**src/rtl/pulse_delay_timer_pkg.sv**
```systemverilog
// Shared types and default sizing for the multi-channel pulse delay timer.
package pulse_delay_timer_pkg;

    typedef enum logic [1:0] {
        IDLE  = 2'd0,
        DELAY = 2'd1,
        PULSE = 2'd2
    } state_t;

    localparam int NCH_DEF   = 4;
    localparam int CNT_W_DEF = 4;

endpackage

```
**src/rtl/pdt_channel.sv**
```systemverilog
// One timer channel: IDLE -> DELAY (D+1 edges) -> PULSE (max(W,1) edges),
// optionally looping back to DELAY in periodic mode.
module pdt_channel
    import pulse_delay_timer_pkg::*;
#(
    parameter int CNT_W = CNT_W_DEF
) (
    input  logic             clk,
    input  logic             rst,
    input  logic             start,
    input  logic             abort,
    input  logic             mode,
    input  logic [CNT_W-1:0] delay,
    input  logic [CNT_W-1:0] width,
    output logic             pulse,
    output logic             busy,
    output logic             ovr
);

    state_t           state, state_n;
    logic [CNT_W-1:0] cnt, cnt_n;
    logic [CNT_W-1:0] d_q, d_n;
    logic [CNT_W-1:0] w_q, w_n;
    logic             mode_q, mode_n;
    logic             ovr_q, ovr_n;
    logic             pulse_q, busy_q;
    logic [CNT_W-1:0] w_last;

    // W=0 behaves like W=1, so the pulse counter never underflows.
    assign w_last = (w_q == '0) ? '0 : w_q - CNT_W'(1);

    always_comb begin
        state_n = state;
        cnt_n   = cnt;
        d_n     = d_q;
        w_n     = w_q;
        mode_n  = mode_q;
        ovr_n   = ovr_q;
        if (abort) begin
            state_n = IDLE;
            cnt_n   = '0;
        end else if (start) begin
            state_n = DELAY;
            cnt_n   = delay;
            d_n     = delay;
            w_n     = width;
            mode_n  = mode;
            if (state != IDLE) ovr_n = 1'b1;
        end else begin
            unique case (state)
                IDLE: begin
                end
                DELAY: begin
                    if (cnt == '0) begin
                        state_n = PULSE;
                        cnt_n   = w_last;
                    end else begin
                        cnt_n = cnt - CNT_W'(1);
                    end
                end
                PULSE: begin
                    if (cnt == '0) begin
                        if (mode_q) begin
                            state_n = DELAY;
                            cnt_n   = d_q;
                        end else begin
                            state_n = IDLE;
                        end
                    end else begin
                        cnt_n = cnt - CNT_W'(1);
                    end
                end
                default: begin
                    state_n = IDLE;
                    cnt_n   = '0;
                end
            endcase
        end
    end

    always_ff @(posedge clk) begin
        if (rst) begin
            state   <= IDLE;
            cnt     <= '0;
            d_q     <= '0;
            w_q     <= '0;
            mode_q  <= 1'b0;
            ovr_q   <= 1'b0;
            pulse_q <= 1'b0;
            busy_q  <= 1'b0;
        end else begin
            state   <= state_n;
            cnt     <= cnt_n;
            d_q     <= d_n;
            w_q     <= w_n;
            mode_q  <= mode_n;
            ovr_q   <= ovr_n;
            pulse_q <= (state_n == PULSE);
            busy_q  <= (state_n != IDLE);
        end
    end

    assign pulse = pulse_q;
    assign busy  = busy_q;
    assign ovr   = ovr_q;

endmodule

```
**src/rtl/pulse_delay_timer.sv**
```systemverilog
// Array of independent delayed-pulse timer channels with packed
// per-channel delay/width fields.
module pulse_delay_timer
    import pulse_delay_timer_pkg::*;
#(
    parameter int NCH   = NCH_DEF,
    parameter int CNT_W = CNT_W_DEF
) (
    input  logic                 clk,
    input  logic                 rst,
    input  logic [NCH-1:0]       start,
    input  logic [NCH-1:0]       abort,
    input  logic [NCH-1:0]       mode,
    input  logic [NCH*CNT_W-1:0] delay,
    input  logic [NCH*CNT_W-1:0] width,
    output logic [NCH-1:0]       pulse,
    output logic [NCH-1:0]       busy,
    output logic [NCH-1:0]       ovr
);

    for (genvar i = 0; i < NCH; i++) begin : g_ch
        pdt_channel #(
            .CNT_W(CNT_W)
        ) u_ch (
            .clk  (clk),
            .rst  (rst),
            .start(start[i]),
            .abort(abort[i]),
            .mode (mode[i]),
            .delay(delay[i*CNT_W +: CNT_W]),
            .width(width[i*CNT_W +: CNT_W]),
            .pulse(pulse[i]),
            .busy (busy[i]),
            .ovr  (ovr[i])
        );
    end

endmodule
```
**config.mk**
```make
export PLATFORM = sky130hd
export DESIGN_NAME = pulse_delay_timer
export DESIGN_NICKNAME = d
export VERILOG_FILES = /design/src/rtl/pulse_delay_timer_pkg.sv /design/src/rtl/pdt_channel.sv /design/src/rtl/pulse_delay_timer.sv
export SDC_FILE = /design/constraint.sdc
export NUM_CORES = 1
export LEC_CHECK = 0
export ABC_AREA = 1
export CORE_MARGIN = 10
export CORE_UTILIZATION = 40
export CTS_CLUSTER_DIAMETER = 150
export DETAILED_ROUTE_END_ITERATION = 7
export GPL_TIMING_DRIVEN = 0
export PLACE_DENSITY_LB_ADDON = 0.08
export SYNTH_ARGS = -nofsm -noshare
export SYNTH_HDL_FRONTEND = slang
export SYNTH_HIERARCHICAL = 1
export SYNTH_SLANG_ARGS = --single-unit
```
**constraint.sdc**
```tcl
create_clock -name clk -period 1.3 [get_ports clk]
set_input_delay 0.325 -clock clk [delete_from_list [all_inputs] [get_ports clk]]
set_output_delay 0.325 -clock clk [all_outputs]
set_load 0.01 [all_outputs]
```
# ---- Yosys cells after proc, flatten, opt, wreduce, memory -nomap -nowiden
# Cells that the tools add are included.
# W data, S select, Z words.
dict set report totals {
  wordCells 148
  input_bits 46
  out_inout_bits 12
  regBits 72
}
dict set report op_classes {
  n_bitwise 4
  eq_ne 20
  addsub 8
  reduce_logical 36
  muxes 48
}
# op n
set op_table {}
lappend op_table {{$mux W4} 20}
lappend op_table {{$pmux W4 S3} 4}
lappend op_table {{$logic_not A4 Y1} 8}
lappend op_table {{$mux W2} 16}
lappend op_table {{$sub A4 B1 Y4 const B} 8}
lappend op_table {{$pmux W2 S3} 4}
lappend op_table {{$eq A2 B2 Y1 const B} 8}
lappend op_table {{$ne A4 B3 Y1 const B} 4}
lappend op_table {{$reduce_and A2 Y1} 8}
lappend op_table {{$reduce_bool A2 Y1} 8}
lappend op_table {{$reduce_and A3 Y1} 4}
lappend op_table {{$eq A2 B1 Y1 const B} 4}
lappend op_table {{$logic_not A2 Y1} 4}
lappend op_table {{$ne A2 B2 Y1 const B} 4}
lappend op_table {{$reduce_or A2 Y1} 4}
lappend op_table {{$mux W1} 4}
lappend op_table {{$not A1 Y1} 4}

# ---- Depth between registers and ports, before layout
dict set report depth {
  ltp_word 6
  depth_mapped 12
  depth_no_buf 12
}

# ---- Cells and area by module
# Netlist, hierarchy kept.
# mod cells_each seq_area_each_um2 n_inst area_per_inst_um2
set modules_own_cells {}
lappend modules_own_cells {pdt_channel 161 360.3 4 1096.1}

# ---- Worst setup path after synthesis
# No wires, ideal clock.
dict set report synth_path {
  kind {register to register}
  start {register g_ch[0].u_ch.cnt[0]}
  end {register g_ch[0].u_ch.cnt[2]}
  path_stages_with_launch 10
  t_required_ns 1.184
  arrival_time_ns 1.236
  slack_ns -0.052
  synth_period_minus_slack_ns 1.352
  n_path_buf 0
  setup_time_ns 0.116
  path_cell_list {dfxtp_1 > inv_1 > ha_1 > nand2_2 > nor2_4 > nand2_2 > a21oi_4 > nand2_1 > nand2_1 > a21oi_2}
}
dict set report synth_between {
  elab_chain_len 4
  word_cells_on_any_way 8
  classes_between {add/sub: 1; eq/ne: 1; mux: 4; reduce/logical: 2}
}
# item line
set synth_lines {}
lappend synth_lines {{start, declared} pdt_channel.sv:21} ;# logic [CNT_W-1:0] cnt, cnt_n;
lappend synth_lines {{start signal, assigned} pdt_channel.sv:93} ;# cnt <= cnt_n;
lappend synth_lines {{$sub A4 B1 Y4 / $logic_not A4 Y1 (equally long branches)} n/a}
lappend synth_lines {{$mux W4 (on tied branches)} {pdt_channel.sv:62, pdt_channel.sv:54}}
lappend synth_lines {{$pmux W4 S3} pdt_channel.sv:50} ;# unique case (state)
lappend synth_lines {{$mux W4} pdt_channel.sv:42} ;# end else if (start) begin
# Parallel ways exist; a longest one is shown, timed or not.
# A chain may end at the register's enable or synchronous reset.

# ---- Worst setup path after layout
dict set report layout_path {
  start {register g_ch[0].u_ch.cnt[0]}
  end {register g_ch[0].u_ch.cnt[3]}
}
# Same word-level chain as after synthesis.

==> out/results.md <==
• finished, violations left — run status
• setup timing — violated checks
• 1530 ps — worst path required time
• 10800 um^2 — Core ar.
• 4380 um^2 — cell area after technology mapping
• 4347 — total via count in the routed design
• sky130_fd_sc_hd__nand2_1 (196), sky130_fd_sc_hd__inv_1 (88), sky130_fd_sc_hd__dfxtp_1 (72) — Synth top cells by count
• 0 — antenna violations before repair
• 6 — number of warnings reported in the yosys synthesis log
• 0 — number of enable-type register cells in the synthesized netlist
• yes — setup repair after global routing missed its margin
• 0.772 mV — largest voltage drop on the vdd net
• 841 — count of placed standard cells including taps
• inv_2, ha_4, nand2_4, nor2_4, nand2_2, a21oi_4, nand2_1, nand2_1, a21oi_1 — ordered list of cells on the worst path
• 31.3% — clock share of power
• 3 — number of levels the H-tree was split into
• g_ch[0].u_ch/cnt[0] — launch point of the critical path
• sky130_fd_sc_hd__dfxtp_1 — top_reg_cell synth
• 29.9% — switching share of power
• 1380 ps — post-route minimum period
• 38 — Std-Cell Rows
• sky130_fd_sc_hd__nand2_1 — Crit path top cell by count
• 15500 um^2 — area enclosed by the die boundary
• 722 — net count after synthesis
• 80 ps — clock transition at the registers of the reported paths
• 40.6% — starting density of the core
• 4 — number of detailed-routing iterations run before antenna repair
• simple AND/OR/NAND/NOR gates — kind of cell adding the most delay to the critical path
• 8 — peak fanout along the critical path
• 11.6 mm — drt total wl
• 44.2% — part of the total power dissipated in sequential elements
• 32.9% — fraction of post-synthesis cell area in the top cell type by area
• 106% — share of the cycle needed by the critical path after routing
• 77.0% — max_slew headroom
• 0 — total congestion overflow
• 884 nW/um^2 — pwr/cell area
• 6.81 um^2 — synthesized area per cell
• 233 — count of routing violations after the opening detailed-route iteration
• 18.9 mm — first-pass GRT wire length
• 21 — number of setup violations in the final report
• 340 ps — later-pin clock latency in the skew report
• 383 ps — Min Hold Slack
• 724 MHz — highest attainable clock frequency
• 345 ps — actual transition at the worst max-transition pin
• reg -> reg — critical path class
• 0 — final hold violation count
• 0 — Slew Viols, Final
• 0 — number of nets with antenna violations after routing
• 3.78 mW — cell-internal power
• 14.0% — total track usage
• 125 um — floorplan die height
• 903 — final standard cell count with taps included and fillers excluded
• 1.61 mW — P_sw
• 0% — Post-synth ARST share
• 4.81 — Via density
• 644 — number of standard cells after synthesis
• 4065 — vias in the first global route
• in -> reg — Hold Path Class
• sky130_fd_sc_hd__nand2_1 — most common cell in the netlist
• sky130_fd_sc_hd__dfxtp_1 (33%), sky130_fd_sc_hd__nand2_1 (17%), sky130_fd_sc_hd__ha_1 (9.1%) — Area contributors post-synth
• sky130_fd_sc_hd__clkbuf_8 — root buffer selected by CTS
• 836 — post-layout net count
• 32.9% — register area share after synthesis
• flop — type of origin of the critical path
• done — CTS tree
• 58 — boundary pin count
• 2.87 nW — leakage power figure
• 29.8% — share of cells above drive strength 1
• sky130_fd_sc_hd__dfxtp_1 — cell taking the most area after synthesis
• 12.9 um — WL/cell
• 0 — CTS hold repair buffers
• 72 — number of sinks driven by the clock tree
• 22 — post-synthesis cell type count
• 2 — buffer levels on the longest clock path
• 72 — number of synthesized register bits
• 5.12 ps — clock tree skew after final layout
• 0 — max cap viols
• 9 — number of buffers inserted during clock tree synthesis
• 1610 ps — crit path DAT
• rst — startpoint of the tightest hold check path
• g_ch[0].u_ch/cnt[0] — source of the worst register-to-register timing path
• -81.9 ps — post-layout worst setup margin
• 125 um — Horiz. Die Dim
• sky130_fd_sc_hd__dfxtp_2 — standard cell with the maximum stage delay on the critical path
• 0.878 — GPL Wtd Cong
• 57 — Port Buffer Count
• 320 ps — Critical Path Max Stage Delay
• 0 — DR DRC count
• 0 — number of diodes
• flop — endpoint type of the worst setup path
• 8.14 mm — estimated wirelength of the detail-placed design
• 24.5% — share of power burned in combinational logic
• 39.2% — area grow syn2layout
• 1 — Worst Path Buf+Inv
• 25 — largest net degree at the start of global routing
==> kinds of logic after synthesis <==
group | share of synthesized area [%]
adder cells (fa/ha/maj) | 9.13
AO/OA/AOI/OAI | 14.3
AND/OR/NAND/NOR | 33.0
XOR/XNOR | 0.799
buffers and inverters | 9.93
flip-flops | 32.9
==> placed cells by master (no fill, tap or decap), types with 6 or more instances in the layout <==
cell type,count
sky130_fd_sc_hd__buf_4,38
sky130_fd_sc_hd__dfxtp_2,16
sky130_fd_sc_hd__nor2_4,14
sky130_fd_sc_hd__nand3_1,25
sky130_fd_sc_hd__nand2_1,183
sky130_fd_sc_hd__nand2_2,17
sky130_fd_sc_hd__clkbuf_8,9
sky130_fd_sc_hd__o21ai_0,26
sky130_fd_sc_hd__inv_4,13
sky130_fd_sc_hd__o21ai_1,6
sky130_fd_sc_hd__inv_1,57
sky130_fd_sc_hd__clkdlybuf4s50_1,40
sky130_fd_sc_hd__nand4_1,12
sky130_fd_sc_hd__a21oi_1,43
sky130_fd_sc_hd__dlygate4sd2_1,10
sky130_fd_sc_hd__a21oi_2,13
sky130_fd_sc_hd__dfxtp_1,51
sky130_fd_sc_hd__nor2_1,49
sky130_fd_sc_hd__buf_6,11
sky130_fd_sc_hd__inv_2,33
sky130_fd_sc_hd__nand2_4,8
sky130_fd_sc_hd__ha_4,14
sky130_fd_sc_hd__ha_1,16
==> per-stage QoR <==
step,TNS [ps],setup slack [ps],instance area [um^2],total power [mW],util (%)
after floorplan,0,0.832,4440,3.14,-
after global placement,-65740,-1240,5190,3.51,48.1
after detailed placement,-64520,-1220,5190,3.52,48.1
after CTS,-761,-58.4,5740,5.33,53.2
after global routing,-3410,-171,6100,5.73,56.6
final,-1020,-81.9,6100,5.40,56.6
==> timing repair <==
action	4_1_cts	5_1_grt
gates resized for setup	97	75
setup endpoints to repair	84	37
buffers inserted	26	19
pin swaps	36	58
hold endpoints to repair	0	0
cloned	0	2
==> layer usage <==
layer | vias to the layer above | GRT usage [%] | share of wire, % | wire length (um)
met1 | 1982 | 17.7 | 45 | 5220
met2 | 94 | 22.1 | 48 | 5530
met3 | 12 | 4.34 | 6.2 | 716
met5 | - | 0 | 0 | 0
met4 | 0 | 4.25 | 1.3 | 155
li1 | 2259 | - | - | -
==> state kept, by name, indices dropped and copies added (netlist names) <==
| register | flops |
|---|---|
| g_ch.u_ch/cnt | 16 |
| g_ch.u_ch/d_q | 16 |
| g_ch.u_ch/w_q | 16 |
| g_ch.u_ch/state | 8 |
| g_ch.u_ch/busy | 4 |
| g_ch.u_ch/mode_q | 4 |
| g_ch.u_ch/ovr | 4 |
| g_ch.u_ch/pulse | 4 |
==> layout make-up <==
| type | instances | area (um^2) |
|---|---|---|
| Fill cell | 1024 | 4690 |
| Buffer | 4 | 45.0 |
| Inverter | 104 | 427 |
| Tap cell | 140 | 175 |
| Sequential cell | 72 | 1480 |
| Clock buffer | 12 | 135 |
| Clock inverter | 4 | 45.0 |
| Multi-Input combinational cell | 466 | 2890 |
| Timing Repair Buffer | 101 | 907 |
==> power by group through the flow <==
stage | registers [mW] | clock network, mW | logic [mW]
after detailed placement | 2.43 | 0 | 1.09
after CTS | 2.38 | 1.76 | 1.20
after global placement | 2.43 | 0 | 1.08
after global routing | 2.40 | 1.86 | 1.47
after floorplan | 2.42 | 0 | 0.719
final | 2.39 | 1.69 | 1.32
==> final timing paths <==
| kind | endpoint | slack, ps | depth (start not counted) |
|---|---|---|---|
| hold reg to reg | g_ch[2].u_ch/d_q[1] | 460 | 2 |
| hold / removal | g_ch[3].u_ch/d_q[1] | 380 | 2 |
| setup / recovery | g_ch[0].u_ch/cnt[3] | -80 | 9 |
| setup reg to reg | g_ch[0].u_ch/cnt[3] | -80 | 9 |
Note: power is estimated with default switching activity, not from simulation.
